$ cat config.mk
export PLATFORM = sky130hd
export DESIGN_NAME = seg_display_mux
export DESIGN_NICKNAME = d
export VERILOG_FILES = /design/src/rtl/seg_pkg.sv /design/src/rtl/digit_seg_lut.sv /design/src/rtl/seg_display_mux.sv
export SDC_FILE = /design/constraint.sdc
export NUM_CORES = 1
export LEC_CHECK = 0
export ABC_CLOCK_PERIOD_IN_PS = 4100
export BUFFER_PORTS_ARGS = -buffer_cell sky130_fd_sc_hd__buf_2
export CAP_MARGIN = 20
export CORE_MARGIN = 3
export CORE_UTILIZATION = 58
export DETAILED_ROUTE_END_ITERATION = 10
export PLACE_DENSITY = 0.79
export SLEW_MARGIN = 25
export SYNTH_ARGS = -nofsm -noshare
export SYNTH_HDL_FRONTEND = slang
export SYNTH_SLANG_ARGS = --single-unit
$ cat constraint.sdc
create_clock -name clk -period 4.1 [get_ports clk]
set_input_delay 0.41 -clock clk [delete_from_list [all_inputs] [get_ports clk]]
set_output_delay 0.41 -clock clk [all_outputs]
set_load 0.05 [all_outputs]
$ cat src/rtl/seg_pkg.sv
// Shared constants for the seven-segment display path: digit width and
// active-low segment patterns (bit6 = a ... bit0 = g).
package seg_pkg;

    localparam int BCD_W = 4;
    localparam int SEG_W = 7;

    localparam logic [SEG_W-1:0] SEG_BLANK = 7'b1111111;

    localparam logic [SEG_W-1:0] SEG_DIGITS [0:9] = '{
        7'b0000001,  // 0
        7'b1001111,  // 1
        7'b0010010,  // 2
        7'b0000110,  // 3
        7'b1001100,  // 4
        7'b0100100,  // 5
        7'b0100000,  // 6
        7'b0001111,  // 7
        7'b0000000,  // 8
        7'b0000100   // 9
    };

endpackage

$ cat src/rtl/digit_seg_lut.sv
// Combinational BCD to active-low seven-segment decode; 10..15 show blank.
module digit_seg_lut
    import seg_pkg::*;
(
    input  logic [BCD_W-1:0] bcd,
    output logic [SEG_W-1:0] seg
);

    always_comb begin
        seg = SEG_BLANK;
        if (bcd < 4'd10) seg = SEG_DIGITS[bcd];
    end

endmodule

$ cat src/rtl/seg_display_mux.sv
// Time-multiplexed common-anode seven-segment driver. New digits are staged in
// a shadow register and promoted to the display register only at frame start.
module seg_display_mux
    import seg_pkg::*;
#(
    parameter int NUM_DIGITS  = 4,
    parameter int REFRESH_DIV = 100000
) (
    input  logic                        clk,
    input  logic                        rst_n,
    input  logic                        load,
    input  logic [BCD_W*NUM_DIGITS-1:0] bcd_in,
    input  logic [NUM_DIGITS-1:0]       dp_in,
    input  logic                        blank_lz,
    output logic [NUM_DIGITS-1:0]       an,
    output logic [SEG_W-1:0]            seg,
    output logic                        dp,
    output logic                        frame_start
);

    localparam int CW = $clog2(REFRESH_DIV);
    localparam int IW = $clog2(NUM_DIGITS);
    localparam logic [CW-1:0] CNT_MAX = CW'(REFRESH_DIV - 1);
    localparam logic [IW-1:0] IDX_MAX = IW'(NUM_DIGITS - 1);

    typedef struct packed {
        logic [NUM_DIGITS-1:0][BCD_W-1:0] digits;
        logic [NUM_DIGITS-1:0]            dps;
        logic                             blz;
    } disp_t;

    logic [CW-1:0]    cnt;
    logic [IW-1:0]    idx, idx_nxt;
    disp_t            shadow_q, disp_q, in_val, disp_nxt;
    logic             tick, wrap;
    logic [BCD_W-1:0] digit_sel;
    logic [SEG_W-1:0] lut_seg;
    logic             upper_zero, lz_blank;

    assign in_val = {bcd_in, dp_in, blank_lz};
    assign tick   = (cnt == CNT_MAX);
    assign wrap   = tick && (idx == IDX_MAX);

    // Outputs are computed from the post-tick index and display contents so that
    // a load on the frame-start tick bypasses straight to the first digit.
    always_comb begin
        idx_nxt  = idx;
        disp_nxt = disp_q;
        if (tick) idx_nxt = wrap ? '0 : idx + 1'b1;
        if (wrap) disp_nxt = load ? in_val : shadow_q;
    end

    assign digit_sel = disp_nxt.digits[idx_nxt];

    always_comb begin
        upper_zero = 1'b1;
        for (int k = 0; k < NUM_DIGITS; k++)
            if (k >= int'(idx_nxt) && disp_nxt.digits[k] != '0) upper_zero = 1'b0;
        lz_blank = disp_nxt.blz && (idx_nxt != '0) && upper_zero;
    end

    digit_seg_lut u_lut (
        .bcd (digit_sel),
        .seg (lut_seg)
    );

    always_ff @(posedge clk or negedge rst_n) begin
        if (!rst_n) begin
            cnt         <= '0;
            idx         <= IDX_MAX;
            shadow_q    <= '0;
            disp_q      <= '0;
            an          <= '1;
            seg         <= SEG_BLANK;
            dp          <= 1'b1;
            frame_start <= 1'b0;
        end else begin
            cnt         <= tick ? '0 : cnt + 1'b1;
            idx         <= idx_nxt;
            disp_q      <= disp_nxt;
            frame_start <= wrap;
            if (load) shadow_q <= in_val;
            if (tick) begin
                an  <= ~(NUM_DIGITS'(1) << idx_nxt);
                seg <= lz_blank ? SEG_BLANK : lut_seg;
                dp  <= ~disp_nxt.dps[idx_nxt];
            end
        end
    end

endmodule
; ---- Word level (Yosys, flattened, before mapping)
; Memory sizes are Yosys's and may differ from the RTL's.
; Index checks and enable logic that the tools add are counted.
[word_totals]
output_inout_bits = 13
register_bits = 74
elab_cells = 61
input_bits = 24
mem_bits_rw = 0
latchBits = 0
rom_bits = 112
memories = 1
[memory_table]
columns = name, words, word_bits, rd, rd_ports_with_merged_regs, write_ports, line_no
row1 = (name not given), 16, 7, 1, 0, 0, digit_seg_lut.sv:11  ; if (bcd < 4'd10) seg = SEG_DIGITS[bcd];
[op_classes]
n_eq_ne = 2
bitwise = 3
n_reduce_logical = 11
multipliers = 0
addsub = 2
shifts = 1
mux = 17
div_mod_pow = 0
n_lt_le_gt_ge = 6
[ops]
columns = cell, n
row1 = 21-bit 2-to-1 mux, 2
row2 = 7-bit 2-to-1 mux, 4
row3 = 17-bit by 1-bit adder with 17-bit output (second input constant), 1
row4 = 17-bit == test (second input constant), 1
row5 = 17-bit 2-to-1 mux, 1
row6 = 4-bit nonzero test, 4
row7 = 4-bit binary-select mux with 2-bit select, 1
row8 = 1-bit logical AND, 6
row9 = 5-bit greater-or-equal comparator (second input constant), 1
row10 = 1-bit 2-to-1 mux, 5
row11 = 4-bit NOT with 5-bit output, 1
row12 = 1-bit by 2-bit greater-or-equal comparator with 1-bit output (first input constant), 2
row13 = 4-bit less-than comparator (second input constant), 1
row14 = 2-bit 2-to-1 mux, 2
row15 = 4-bit 2-to-1 mux, 1
row16 = 4-bit NOT, 1
row17 = 1-bit by 2-bit left shift with 4-bit output (first input constant), 1
row18 = 2-bit by 3-bit less-than comparator with 1-bit output (second input constant), 1
row19 = 2-bit by 1-bit adder with 2-bit output (second input constant), 1
row20 = 1-bit binary-select mux with 2-bit select, 1
row21 = 2-bit == test (second input constant), 1
row22 = 2-bit greater-or-equal comparator (first input constant), 1
row23 = 2-bit nonzero test, 1
row24 = 1-bit NOT, 1

; ---- Logic depth before layout (Yosys ltp)
[logic_depth]
depth_word = 12
depth_mapped = 13
depth_no_buf = 12

; ---- Cells and area by module
; From an unflattened synthesis, not the netlist that was laid out.
[unflattened]
hier_cells = 313
area_unflattened_um2 = 3505.9
[by_module_without_submodules]
columns = module, cells_per_inst, seq_area_each_um2, instances, area_per_inst_um2
row1 = seg_display_mux, 283, 1869.3, 1, 3308.2
row2 = digit_seg_lut, 30, 0.0, 1, 197.7

; ---- Least setup slack after synthesis
; Ideal clock, no wire load.
[synth_timing]
path_type = reg2reg
start = register cnt[6]
end = register seg[1]
setup_ns = 0.061
n_path_buf = 0
setup_slack_ns = 0.975
t_arrival_ns = 3.064
period_less_slack_ns = 3.125
required_ns = 4.039
stages_incl_launch_ff = 12
path_cell_list = dfrtp_1 or4b_4 nor4_4 mux2i_1 clkinv_2 nor2_1 a211o_1 inv_1 ha_1 or2_0 a21boi_1 o22a_1
[synth_via]
elab_chain_len = 12
elab_cells_between_ends = 31
classes_between = 4 x order compare / 1 x eq/ne / 13 x mux / 1 x bitwise / 11 x reduce/logical / 1 x memory
[synth_lines]
columns = item, line_no
row1 = from (decl), seg_display_mux.sv:32  ; logic [CW-1:0] cnt;
row2 = from (signal assigned), seg_display_mux.sv:78  ; cnt <= tick ? '0 : cnt + 1'b1;
row3 = 17-bit == test (*), seg_display_mux.sv:41  ; assign tick = (cnt == CNT_MAX);
row4 = 1-bit logical AND, seg_display_mux.sv:42  ; assign wrap = tick && (idx == IDX_MAX);
row5 = 2-bit 2-to-1 mux, seg_display_mux.sv:49  ; if (tick) idx_nxt = wrap ? '0 : idx + 1'b1;
row6 = 2-bit 2-to-1 mux (*), seg_display_mux.sv:49
row7 = named net idx_nxt[0], seg_display_mux.sv:33  ; logic [IW-1:0] idx, idx_nxt;
row8 = 4-bit binary-select mux with 2-bit select or 1-bit by 2-bit greater-or-equal comparator with 1-bit output (tied branches), "seg_display_mux.sv:53, seg_display_mux.sv:58"
row9 = 4-bit 2-to-1 mux (implied by the code) or 1-bit logical AND (tied branches), "seg_display_mux.sv:53, seg_display_mux.sv:58"
row10 = 4-bit NOT with 5-bit output (implied by the code) or 1-bit 2-to-1 mux (tied branches), "digit_seg_lut.sv:11, seg_display_mux.sv:58"
row11 = memory read 16 x 7 bit or 1-bit 2-to-1 mux (tied branches), n/a
row12 = 7-bit 2-to-1 mux (implied by the code) or 1-bit 2-to-1 mux (tied branches) (2 in series), "digit_seg_lut.sv:11, seg_display_mux.sv:58"
row13 = 7-bit 2-to-1 mux or 1-bit logical AND (tied branches), "digit_seg_lut.sv:11, seg_display_mux.sv:59"
row14 = 7-bit 2-to-1 mux (*), seg_display_mux.sv:85  ; seg <= lz_blank ? SEG_BLANK : lut_seg;
row15 = to (signal assigned), seg_display_mux.sv:85
row16 = to (decl), seg_display_mux.sv:16  ; output logic [SEG_W-1:0] seg,
; The timed path passes the listed nets; every way through them passes the cells marked *. The select of a mux whose other input is x is not followed.
; A chain may end at the register's enable or synchronous reset.

; ---- Worst setup path after layout
; Ends and elaborated chain as after synthesis.

==> results.yml <==
setup_path:
  cp.arrival_ns: 3.90
  startpoint: "cnt[6]"
  crit_path_max_fanout: 7
  end_kind: "flip-flop"
  cp_data_required_time_ns: 4.39
  cp-start-kind: "flip-flop"
  crit-reg2reg-launch: "cnt[6]"
  path_class: "flip-flop to flip-flop"
  r2r_cells: 11
place:
  gp_congestion: 0.948
  place_area_um2: 3750
  hpwl_um: 4870
  io_buffers: 36
clock_network:
  path_clk_slew_ns: 0.07
  h-tree-depth: 3
  cts_setup_buffers: 0
  cts_root_buf: "clkbuf_8"
  numCtsBuffers: 9
  hold_buffers: 0
  cts_tree: "done"
  cts_resized: 0
  cts.sinks: 74
  worst_skew_pair.late_latency_ns: 0.35
  cts_buffer_depth: 2
grt:
  grt_max_degree: 75
  grt_pass1_wl_um: 12000
  grt_pass1_vias: 2461
  grt_util_all_layers_pct: 21.6
  antenna_found_initial: 0
  grt_overflow: 0
power_and_ir_drop:
  ir_drop_mv: 0.296
  pwr_density_cell_nw_per_um2: 400
  p_leak_uw: 0.00191
cells_and_area:
  finalInstanceArea_um2: 4020
  layout.nets: 367
  layout_common_cells: "dfrtp_1, mux2_2, buf_2, nor2_1, nand2_1"
  n_antenna_cell: 0
  drive_gt1_share_pct: 34.3
  nFillCells: 427
  final_common_cell: "dfrtp_1"
  areaGrowthSynthToFinish_pct: 15.2
detailed_routing:
  vias_per_cell: 5.78
  drt_iter0_drc: 193
  firstDrtPassIters: 4
  wl_per_cell_um: 16.7
  drt_wl_total_um: 6900
  ant_nets: 0
  drc: 0
  vias: 2388
floorplan:
  start_util_pct: 61.4
  io_pins: 37
  core.rowCount: 27
  die_y_um: 83.5
  dieArea_um2: 6980
  die_w_um: 83.5
  core_area_um2: 5680
timing:
  relSlewSlack_pct: 40.7
  fin_skew_ns: 0.00992
  hold_viol_final: 0
  rsz0062_at_grt: "no"
  worst_pin_slew_ns: 0.889
  max_freq_ghz: 0.277
  finalCritPeriodShare_pct: 88.2
  fin_crit_ns: 3.62
  setup_viol: 0
  finalSetupTns_ns: 0
  drv_slew: 0
synthesis:
  synthDistinctLibCells: 41
  synth_seq_cells: 74
  synth_largest_area_cell: "dfrtp_1"
  async_flop_share_pct: 100
  synth_area_um2: 3490
  ys_seq_area_share_pct: 53.6
  syn_inst: 296
  synth_top_area_share_pct: 43.1
  syn_nets: 327
  synth.avg_cell_area_um2: 11.8
  synth_edf_count: 0
  synth_flop_cell: "dfrtp_1"
  yosys-top-cells-area: "dfrtp_1, mux2_2, dfstp_2, nor2_1, ha_1"
  ys_warn_count: 0
outcome:
  status: "complete, no violations"
run:
  drv_cap: 0
min_path:
  hold_class: "primary input to async pin"
path summary, 6_finish.rpt:
path | end | slack (ns)
worst max register to register | seg[1] | 0.48
max in group asynchronous | shadow_q[9] | 3.26
worst max-delay path | seg[1] | 0.48
worst min register to register | cnt[0] | 0.49
worst min-delay path | cnt[15] | 0.28
min in group clk | shadow_q[7] | 0.31
worst max-delay path, cell delays in order, from the launching register on:
cell	delay, ns
dfrtp_1	0.45
or4b_4	0.58
nor4_4	0.51
mux2i_1	0.53
clkinv_2	0.23
nor2_1	0.20
a211o_1	0.25
inv_1	0.11
ha_1	0.21
or2_0	0.22
a21boi_1	0.13
o22a_1	0.13
synthesized netlist by cell type (all sizes together), types with 2 or more instances:
master and n:
a21oi 9, inv 8, nor3 5, and3 7, ha 7, nand4 6, xnor2 8, clkbuf 3
and2 3, a211o 2, nor4 11, or4b 2, mux2i 8, buf 8, dfrtp 60, a31oi 3
nor2b 3, nand3 14, o22a 6, nor4b 2, o21ai 4, mux2 41, nand2 18, and4 2
dfstp 14, xor2 8, nor2 25
cells by family after synthesis:
logic type / share of synthesized area [%]
AND/OR/NAND/NOR: 16.4
flip-flops: 53.6
multiplexers: 15.5
AO/OA/AOI/OAI: 5.67
buffers and inverters: 2.30
XOR/XNOR: 4.02
adder cells (fa/ha/maj): 2.51
registers in the layout, summed over array words and instances, names as in the netlist:
signal       count
frame_start      1
seg              7
dp               1
shadow_q        21
an               4
disp_q          21
idx              2
cnt             17
per-layer routing:
metal	track usage (%)	vias up	share of wire, %
met5	0	-	0
met4	10.4	0	2.3
met3	4.44	14	6.1
met2	32.1	67	46
met1	30.4	1170	46
li1	-	1137	-
through the flow:
| step | setup WS [ns] | instances | hold WS (ns) | utilization (%) | power, uW |
|---|---|---|---|---|---|
| after floorplan | 0.975 | 296 | 0.114 | - | 834 |
| after global placement | 0.786 | 397 | 0.466 | 66.1 | 871 |
| after detailed placement | 0.573 | 397 | 0.484 | 66.1 | 876 |
| after CTS | 0.542 | 413 | 0.304 | 70.8 | 1620 |
| after global routing | 0.332 | 413 | 0.305 | 70.8 | 1660 |
| final | 0.485 | 413 | 0.279 | 70.8 | 1610 |
where the power goes:
| group | switching [uW] | internal, uW |
|---|---|---|
| Sequential | 10.3 | 760 |
| Combinational | 48.6 | 42.0 |
| Clock | 263 | 482 |
| Total | 322 | 1280 |
cell type report:
| cell class | count | area [um2] | share of cell area [%] |
|---|---|---|---|
| sequential | 74 | 1870 | 46.5 |
| clock buffer | 11 | 141 | 3.52 |
| tap | 72 | 90.1 | 2.24 |
| multi-input combinational | 202 | 1550 | 38.5 |
| inverter | 9 | 35.0 | 0.872 |
| clock inverter | 5 | 125 | 3.11 |
| timing repair buffer | 40 | 210 | 5.23 |
Note: power is estimated with default switching activity, not from simulation.
